--- config.mk ---
export PLATFORM = sky130hd
export DESIGN_NAME = wr_en_arbiter
export DESIGN_NICKNAME = d
export VERILOG_FILES = /design/src/rtl/wr_en_arbiter.sv
export SDC_FILE = /design/constraint.sdc
export NUM_CORES = 1
export LEC_CHECK = 0
export BUFFER_PORTS_ARGS = -buffer_cell sky130_fd_sc_hd__buf_2
export CAP_MARGIN = 20
export CELL_PAD_IN_SITES_DETAIL_PLACEMENT = 0
export CELL_PAD_IN_SITES_GLOBAL_PLACEMENT = 1
export CORE_UTILIZATION = 30
export DETAILED_ROUTE_END_ITERATION = 16
export HOLD_SLACK_MARGIN = 0.06
export PLACE_DENSITY_LB_ADDON = 0.12
export SLEW_MARGIN = 20
export SYNTH_ARGS = -nofsm -noshare
export SYNTH_HDL_FRONTEND = slang
export SYNTH_SLANG_ARGS = --single-unit
--- constraint.sdc ---
create_clock -name clk -period 1.5 [get_ports clk]
set_input_delay 0.075 -clock clk [delete_from_list [all_inputs] [get_ports clk]]
set_output_delay 0.075 -clock clk [all_outputs]
set_load 0.05 [all_outputs]
--- src/rtl/wr_en_arbiter.sv ---
// Round-robin arbiter sharing one enable/write port between N_REQ requesters.
// Optional checks: define WR_EN_ARBITER_ASSERT_EN to compile in protocol assertions.
module wr_en_arbiter #(
    parameter int unsigned N_REQ     = 4,
    parameter int unsigned ADDR_W    = 4,
    parameter int unsigned DATA_W    = 8,
    parameter int unsigned BURST_MAX = 4
) (
    input  logic                    clk,
    input  logic                    rst,
    input  logic [N_REQ-1:0]        req,
    input  logic [N_REQ*ADDR_W-1:0] req_addr,
    input  logic [N_REQ*DATA_W-1:0] req_data,
    output logic [N_REQ-1:0]        gnt,
    output logic [N_REQ-1:0]        ack,
    output logic                    enable,
    output logic                    write,
    output logic [ADDR_W-1:0]       wr_addr,
    output logic [DATA_W-1:0]       wr_data
);
    localparam int unsigned IDX_W = $clog2(N_REQ);
    localparam int unsigned CNT_W = $clog2(BURST_MAX + 1);

    typedef enum logic [1:0] {IDLE, SETUP, WRITE} state_t;

    state_t            state, state_nxt;
    logic [IDX_W-1:0]  ptr, ptr_nxt;
    logic [IDX_W-1:0]  win, win_nxt;
    logic [IDX_W-1:0]  pick, cand;
    logic              found;
    logic [CNT_W-1:0]  cnt, cnt_nxt;
    logic [N_REQ-1:0]  gnt_nxt, ack_nxt;
    logic              enable_nxt, write_nxt;
    logic [ADDR_W-1:0] addr_nxt;
    logic [DATA_W-1:0] data_nxt;
    logic [N_REQ-1:0]  pick_oh, win_oh;

    logic [ADDR_W-1:0] addr_arr [N_REQ];
    logic [DATA_W-1:0] data_arr [N_REQ];

    for (genvar i = 0; i < N_REQ; i++) begin : g_split
        assign addr_arr[i] = req_addr[i*ADDR_W +: ADDR_W];
        assign data_arr[i] = req_data[i*DATA_W +: DATA_W];
    end

    assign pick_oh = N_REQ'(1) << pick;
    assign win_oh  = N_REQ'(1) << win;

    // Round-robin search starting just after the last winner
    always_comb begin
        found = 1'b0;
        pick  = ptr;
        cand  = '0;
        for (int unsigned k = 1; k <= N_REQ; k++) begin
            cand = IDX_W'((32'(ptr) + k) % N_REQ);
            if (!found && req[cand]) begin
                found = 1'b1;
                pick  = cand;
            end
        end
    end

    // Next state and next registered outputs
    always_comb begin
        state_nxt  = state;
        ptr_nxt    = ptr;
        win_nxt    = win;
        cnt_nxt    = cnt;
        gnt_nxt    = '0;
        ack_nxt    = '0;
        enable_nxt = 1'b0;
        write_nxt  = 1'b0;
        addr_nxt   = wr_addr;
        data_nxt   = wr_data;
        case (state)
            IDLE: begin
                if (found) begin
                    state_nxt  = SETUP;
                    ptr_nxt    = pick;
                    win_nxt    = pick;
                    cnt_nxt    = '0;
                    gnt_nxt    = pick_oh;
                    enable_nxt = 1'b1;
                end
            end
            SETUP: begin
                if (req[win]) begin
                    state_nxt  = WRITE;
                    cnt_nxt    = CNT_W'(1);
                    gnt_nxt    = win_oh;
                    ack_nxt    = win_oh;
                    enable_nxt = 1'b1;
                    write_nxt  = 1'b1;
                    addr_nxt   = addr_arr[win];
                    data_nxt   = data_arr[win];
                end else begin
                    state_nxt = IDLE;
                end
            end
            WRITE: begin
                if (req[win] && (cnt < CNT_W'(BURST_MAX))) begin
                    cnt_nxt    = cnt + CNT_W'(1);
                    gnt_nxt    = win_oh;
                    ack_nxt    = win_oh;
                    enable_nxt = 1'b1;
                    write_nxt  = 1'b1;
                    addr_nxt   = addr_arr[win];
                    data_nxt   = data_arr[win];
                end else begin
                    state_nxt = IDLE;
                end
            end
            default: state_nxt = IDLE;
        endcase
    end

    always_ff @(posedge clk) begin
        if (rst) begin
            state   <= IDLE;
            ptr     <= IDX_W'(N_REQ - 1);
            win     <= '0;
            cnt     <= '0;
            gnt     <= '0;
            ack     <= '0;
            enable  <= 1'b0;
            write   <= 1'b0;
            wr_addr <= '0;
            wr_data <= '0;
        end else begin
            state   <= state_nxt;
            ptr     <= ptr_nxt;
            win     <= win_nxt;
            cnt     <= cnt_nxt;
            gnt     <= gnt_nxt;
            ack     <= ack_nxt;
            enable  <= enable_nxt;
            write   <= write_nxt;
            wr_addr <= addr_nxt;
            wr_data <= data_nxt;
        end
    end

`ifdef WR_EN_ARBITER_ASSERT_EN
    localparam int unsigned WAIT_MAX = (N_REQ - 1) * (BURST_MAX + 2) + 1;

    int unsigned wr_run;
    int unsigned wait_cnt [N_REQ];

    // Run length of write cycles and per-requester starvation counters
    always_ff @(posedge clk) begin
        if (rst) begin
            wr_run <= 0;
            for (int i = 0; i < N_REQ; i++) wait_cnt[i] <= 0;
        end else begin
            wr_run <= write ? wr_run + 1 : 0;
            for (int i = 0; i < N_REQ; i++)
                wait_cnt[i] <= (req[i] && !gnt[i]) ? wait_cnt[i] + 1 : 0;
        end
    end

    a_wr_en: assert property (@(posedge clk) disable iff (rst) write |-> enable)
        else $error("write without enable");
    a_gnt_oh0: assert property (@(posedge clk) disable iff (rst) $onehot0(gnt))
        else $error("gnt not onehot0");
    a_en_gnt: assert property (@(posedge clk) disable iff (rst) enable |-> $onehot(gnt))
        else $error("enable without single grant");
    a_ack: assert property (@(posedge clk) disable iff (rst) ack == (gnt & {N_REQ{write}}))
        else $error("ack inconsistent with gnt/write");
    a_burst: assert property (@(posedge clk) disable iff (rst) write |-> (wr_run < BURST_MAX))
        else $error("write burst too long");
    for (genvar i = 0; i < N_REQ; i++) begin : g_fair
        a_fair: assert property (@(posedge clk) disable iff (rst) wait_cnt[i] < WAIT_MAX)
            else $error("requester %0d starved", i);
    end
`endif

endmodule
# --- Word-level counts from Yosys, hierarchy flattened ---
# Cells that the tools add are included.
op_classes:
  add_sub_neg: 5
  magnitude_cmp: 7
  n_eq_ne: 6
  n_shift: 2
  mux: 48
  bitwise_logic: 1
  n_reduce_logical: 14
op_table:
  columns: ["op", "count"]
  rows:
  - ["2-to-1 mux 8 bit", 4]
  - ["2-to-1 mux 4 bit", 7]
  - ["binary-select mux 8 bit (select 2 bit)", 1]
  - ["case mux 4 bit (2 select lines)", 2]
  - ["case mux 8 bit (2 select lines)", 1]
  - ["< comparator 2 x 3 -> 1 bit, second input constant", 5]
  - ["2-to-1 mux 2 bit", 7]
  - ["2-to-1 mux 1 bit", 12]
  - ["case mux 4 bit (3 select lines)", 1]
  - ["binary-select mux 1 bit (select 2 bit)", 5]
  - ["2-to-1 mux 3 bit", 3]
  - ["case mux 3 bit (3 select lines)", 1]
  - ["binary-select mux 4 bit (select 2 bit)", 1]
  - ["inequality test 2 bit, second input constant", 4]
  - ["left shift 1 x 2 -> 4 bit, first input constant", 2]
  - ["case mux 2 bit (3 select lines)", 1]
  - ["adder 2 x 1 -> 2 bit, second input constant", 2]
  - ["adder 2 bit, second input constant", 2]
  - ["logical AND 1 bit", 4]
  - ["AND reduction 2 bit", 2]
  - ["AND reduction 4 bit", 1]
  - ["adder 3 x 1 -> 3 bit, second input constant", 1]
  - ["greater-or-equal comparator 3 bit, second input constant", 1]
  - ["logical NOT 1 bit", 3]
  - ["other kinds (10)", 10]
totals:
  regBits: 31
  inputBits: 54
  output_inout_bits: 22
  wordCells: 93

# --- Longest topological paths before layout ---
depth:
  ltp_word: 16
  depth_mapped: 8
  ltp_nobuf: 7

# --- Worst setup path after synthesis ---
# OpenSTA, ideal clock, no wires.
synth_timing:
  path_type: "reg2reg"
  start: "register win[1]"
  end: "register wr_addr[0]"
  setup_time_ns: 0.128
  t_arrival_ns: 1.489
  required_time_ns: 1.372
  setup_slack_ns: -0.117
  path_stages_with_launch: 7
  n_path_buf: 1
  period_less_slack_ns: 1.617
  path_cell_list: "dfxtp_1 > mux4_2 > o2bb2ai_2 > nand2_4 > buf_12 > mux2i_1 > nor2_1"
synth_via:
  elab_chain_cells: 6
  word_cells_on_any_way: 13
  classes_between: "eq/ne: 2; mux: 8; bitwise: 1; reduce/logical: 2"
synth_lines:
  columns: ["element", "line", "source"]
  rows:
  - ["start: declaration", "28", "logic [IDX_W-1:0] win, win_nxt;"]
  - ["start signal: assignment", "132", "win <= win_nxt;"]
  - ["NOT 2 -> 3 bit (implied by the code)", "94, 107", null]
  - ["binary-select mux 4 bit (select 2 bit)", "94, 107", null]
  - ["2-to-1 mux 4 bit (implied by the code) (2 in series)", "94, 107", null]
  - ["2-to-1 mux 4 bit, on equally long branches", "101, 87", null]
  - ["case mux 4 bit (2 select lines)", "75", "case (state)"]
  - ["end signal: assignment", "138", "wr_addr <= addr_nxt;"]
  - ["end: declaration", "18", "output logic [ADDR_W-1:0] wr_addr,"]
# Parallel ways exist; a longest one is shown, timed or not. The select of a mux whose other input is x is not followed.
# A chain may end at the register's enable or synchronous reset.

# --- Worst setup path in the final report ---
layout_timing:
  start: "register win[1]"
  end: "register cnt[1]"
layout_via:
  elab_chain_cells: 5
  word_cells_on_any_way: 6
  classes_between: "eq/ne: 2; mux: 2; reduce/logical: 2"
layout_lines:
  columns: ["element", "line", "source"]
  rows:
  - ["binary-select mux 1 bit (select 2 bit) (*)", "87, 101", null]
  - ["2-to-1 mux 1 bit (implied by the code) (*)", "87, 101", null]
  - ["logical AND 1 bit", "101", "if (req[win] && (cnt < CNT_W'(BURST_MAX))) begin"]
  - ["inequality test 2 bit (no source line)", null, null]
  - ["AND reduction 4 bit (no source line) (*)", null, null]
  - ["end signal: assignment", "133", "cnt <= cnt_nxt;"]
  - ["end: declaration", "31", "logic [CNT_W-1:0] cnt, cnt_nxt;"]
# Mark *: on every way between the ends. The rest lies on a longest branch, timed or not. The select of a mux whose other input is x is not followed.

==> impl_metrics.ini <==
[status]
run_status = complete, but fails checks
violations = setup timing

[placement]
hpwl_um = 3320
port_buffers = 75
gp_congestion = 0.776

[timing]
fmax_mhz = 619
fin_setup_tns_ns = -1.47
report.final.hold_viol_count = 0
layout_worst_path_cycle_share = 1.08
tightestPinTransition_ns = 0.465
fin_ws_ns = -0.115
worst_slew_margin_rel = 0.687
drv_slew = 0
rsz0062_at_grt = true
report.final.setup_viol = 19
post-route-min-period_ns = 1.61
worst_hold_slack_ns = 0.252
clock_skew_ns = 0.00525

[global_routing]
grt.overflow.total = 0
grt_use_total = 0.158
grt_start_max_net_pins = 23
wire_length_of_the_first_global_routing_pass_um = 7420
grt_pass1_vias = 1609
antenna_violations_before_repair = 0

[die]
initial_utilization = 0.319
pin_count = 76
die_width_um = 76.6
core_mm2 = 0.00524
design.die.area_mm2 = 0.00587
floorplan.die.height_um = 76.6
std_cell_rows = 26

[clocking]
clock_sinks = 31
root_buffer = clkbuf_8
tritoncts.num_buffers = 5
clock_latency_ns = 0.28
clockBufferDepth = 2
h-tree-depth = 2
cts_tree = yes
clkTransAtPathRegs_ns = 0.07

[worst_setup_path]
setup.worst_path.class = reg -> reg
critPathRequiredTime_ns = 1.67
setup.worst_path.start_class = flop
worst-endpoint-arrival_ns = 1.79
path_max_fanout = 3
r2r.worst_path.cells = 5
reg2reg_setup_slack_ns = -0.11
cp-end-kind = flop

[logic_synthesis]
post_synth.cell_area_avg_um2 = 10.2
portion_of_the_post_synthesis_area_used_by_sequential_elements = 0.372
main_combinational_cell_family_by_area_after_synthesis = multiplexers
ys_seq_elements = 31
synth_cell_area_mm2 = 0.00167
synth_adder_area_share = 0.0375
synth_simple_gate_area_frac = 0.184
post_synthesis_cell_type_count = 41
syn_inst = 164
synth_fp_nets = 223
muxShareOfSynthArea = 0.265
synthXorXnorAreaFrac = 0
complex_gate_fraction_of_the_synthesized_area = 0.0981
yosys_warnings = 0

[route]
drt-vias-per-instance = 4.75
detailroute.via_count = 1595
drt_drc_violations_left = 0
first_pass_iters = 4
remaining_antenna_violation_count = 0
detail_route.wirelength_um = 4490
top_signal_layer_used = met4
wl_met2_um = 2150
wl_per_cell_um = 13.4
wl_met3_um = 272
wl_met1_um = 2000
first_drt_iteration_drcs = 58

[layout]
final_common_cell = buf_2
net_total_in_the_final_layout = 324
final_layout_size_suffix_gt1_frac = 0.534
final_core_utilization = 0.482
layout.cells.most_common_list = buf_2 (75), dfxtp_1 (28), nor2_1 (27), buf_4 (22), mux2i_1 (15)
antennaDiodeCount = 0
areaGrowthSynthToFinish_pct = 51.0

[worst_hold_path]
worst_hold_path.num_cells = 4
timing.hold.worst.class = in -> reg

[flow_run]
drv_cap = 0

[pwr]
vdd_drop_max_mv = 0.471
pwr_per_cell_area_mw_per_mm2 = 1080
leakagePower_nw = 1.19
==> critical path, cell delays in order (launching register included) <==
cell and delay (ns):
dfxtp_2 0.34, mux4_2 0.56, o2bb2ai_4 0.20, and2_2 0.22, mux2i_1 0.14, nor2_1 0.05
==> power by group <==
part	internal (mW)	switching [mW]	leakage, nW
registers	0.897	0.0377	0.255
logic	0.419	0.518	0.877
clock network	0.537	0.318	0.0612
==> flip-flops by register name (all words and copies together) (netlist names) <==
| register | cells |
|---|---|
| wr_addr | 4 |
| win | 2 |
| write | 1 |
| cnt | 3 |
| ptr | 2 |
| enable | 1 |
| gnt | 4 |
| wr_data | 8 |
| ack | 4 |
| state | 2 |
==> timing repair <==
action | 4_1_cts | 5_1_grt
gates cloned | 0 | 1
setup endpoints to repair | 19 | 24
pin swaps | 2 | 11
hold buffers | 1 | 0
gates resized for setup | 10 | 6
hold endpoints to repair | 1 | 0
setup buffers | 1 | 1
==> stage by stage <==
stage,total power [mW],setup slack (ns),cell area (µm²),instances
floorplan,1.56,-0.0936,1700,164
global placement,1.84,-0.111,2310,324
detailed placement,1.84,-0.146,2310,324
CTS,2.72,-0.0953,2480,334
global route,2.87,-0.189,2520,336
finish,2.73,-0.115,2520,336
==> cell type report <==
class,count,area [µm²]
clock buffers,6,82.6
clock inverters,2,35.0
fillers,547,2720
inverters,5,21.3
multi-input cells,120,1070
flip-flops and latches,31,624
well taps,70,87.6
repair buffers,102,604
==> cells by family after synthesis <==
kind of cell             after synthesis
flip-flops                            31
adder cells (fa/ha/maj)                5
multiplexers                          28
buffers and inverters                 14
AO/OA/AOI/OAI                         24
AND/OR/NAND/NOR                       62
==> cells in the mapped netlist (all sizes together) <==
master    n  area share
a221o     1      0.0060
nand3b    1      0.0045
a21o      1      0.0052
o21a      1      0.0045
buf       5       0.023
o21bai    1      0.0045
nor4      1      0.0037
nand4b    1      0.0052
ha        5       0.037
or2b      1      0.0045
nand3     1      0.0030
o2bb2ai   1      0.0090
inv       5       0.011
and3      2      0.0075
a221oi    1      0.0052
dfxtp    31        0.37
o21ai     4       0.014
nor3      3      0.0090
o31ai     1      0.0045
mux2i    15       0.090
clkbuf    4      0.0090
a31oi     2      0.0075
mux4     13        0.18
or4       1      0.0045
nor2     27       0.061
a21oi     9       0.027
nand2b    3       0.011
nand2    12       0.031
o32ai     1      0.0052
nor2b     4       0.015
and2      1      0.0045
or3b      2       0.012
or2       2      0.0075
o2111ai   1      0.0052
==> path summary, 6_finish.rpt <==
check                                         start                       to
worst max-delay path            win[1]$_SDFFE_PP0P_      cnt[1]$_SDFFE_PP0P_
worst min register to register  cnt[1]$_SDFFE_PP0P_      cnt[1]$_SDFFE_PP0P_
worst max register to register  win[1]$_SDFFE_PP0P_      cnt[1]$_SDFFE_PP0P_
worst min-delay path                   req_data[23]  wr_data[7]$_SDFFE_PP0P_
==> per-layer routing <==
metal  GRT usage  vias to the layer above
met3      0.0407                        7
met2       0.272                       54
met1       0.190                      741
met4      0.0577                        0
met5           0                        -
li1            -                      793
No activity file was read; power rests on OpenSTA's default activity.
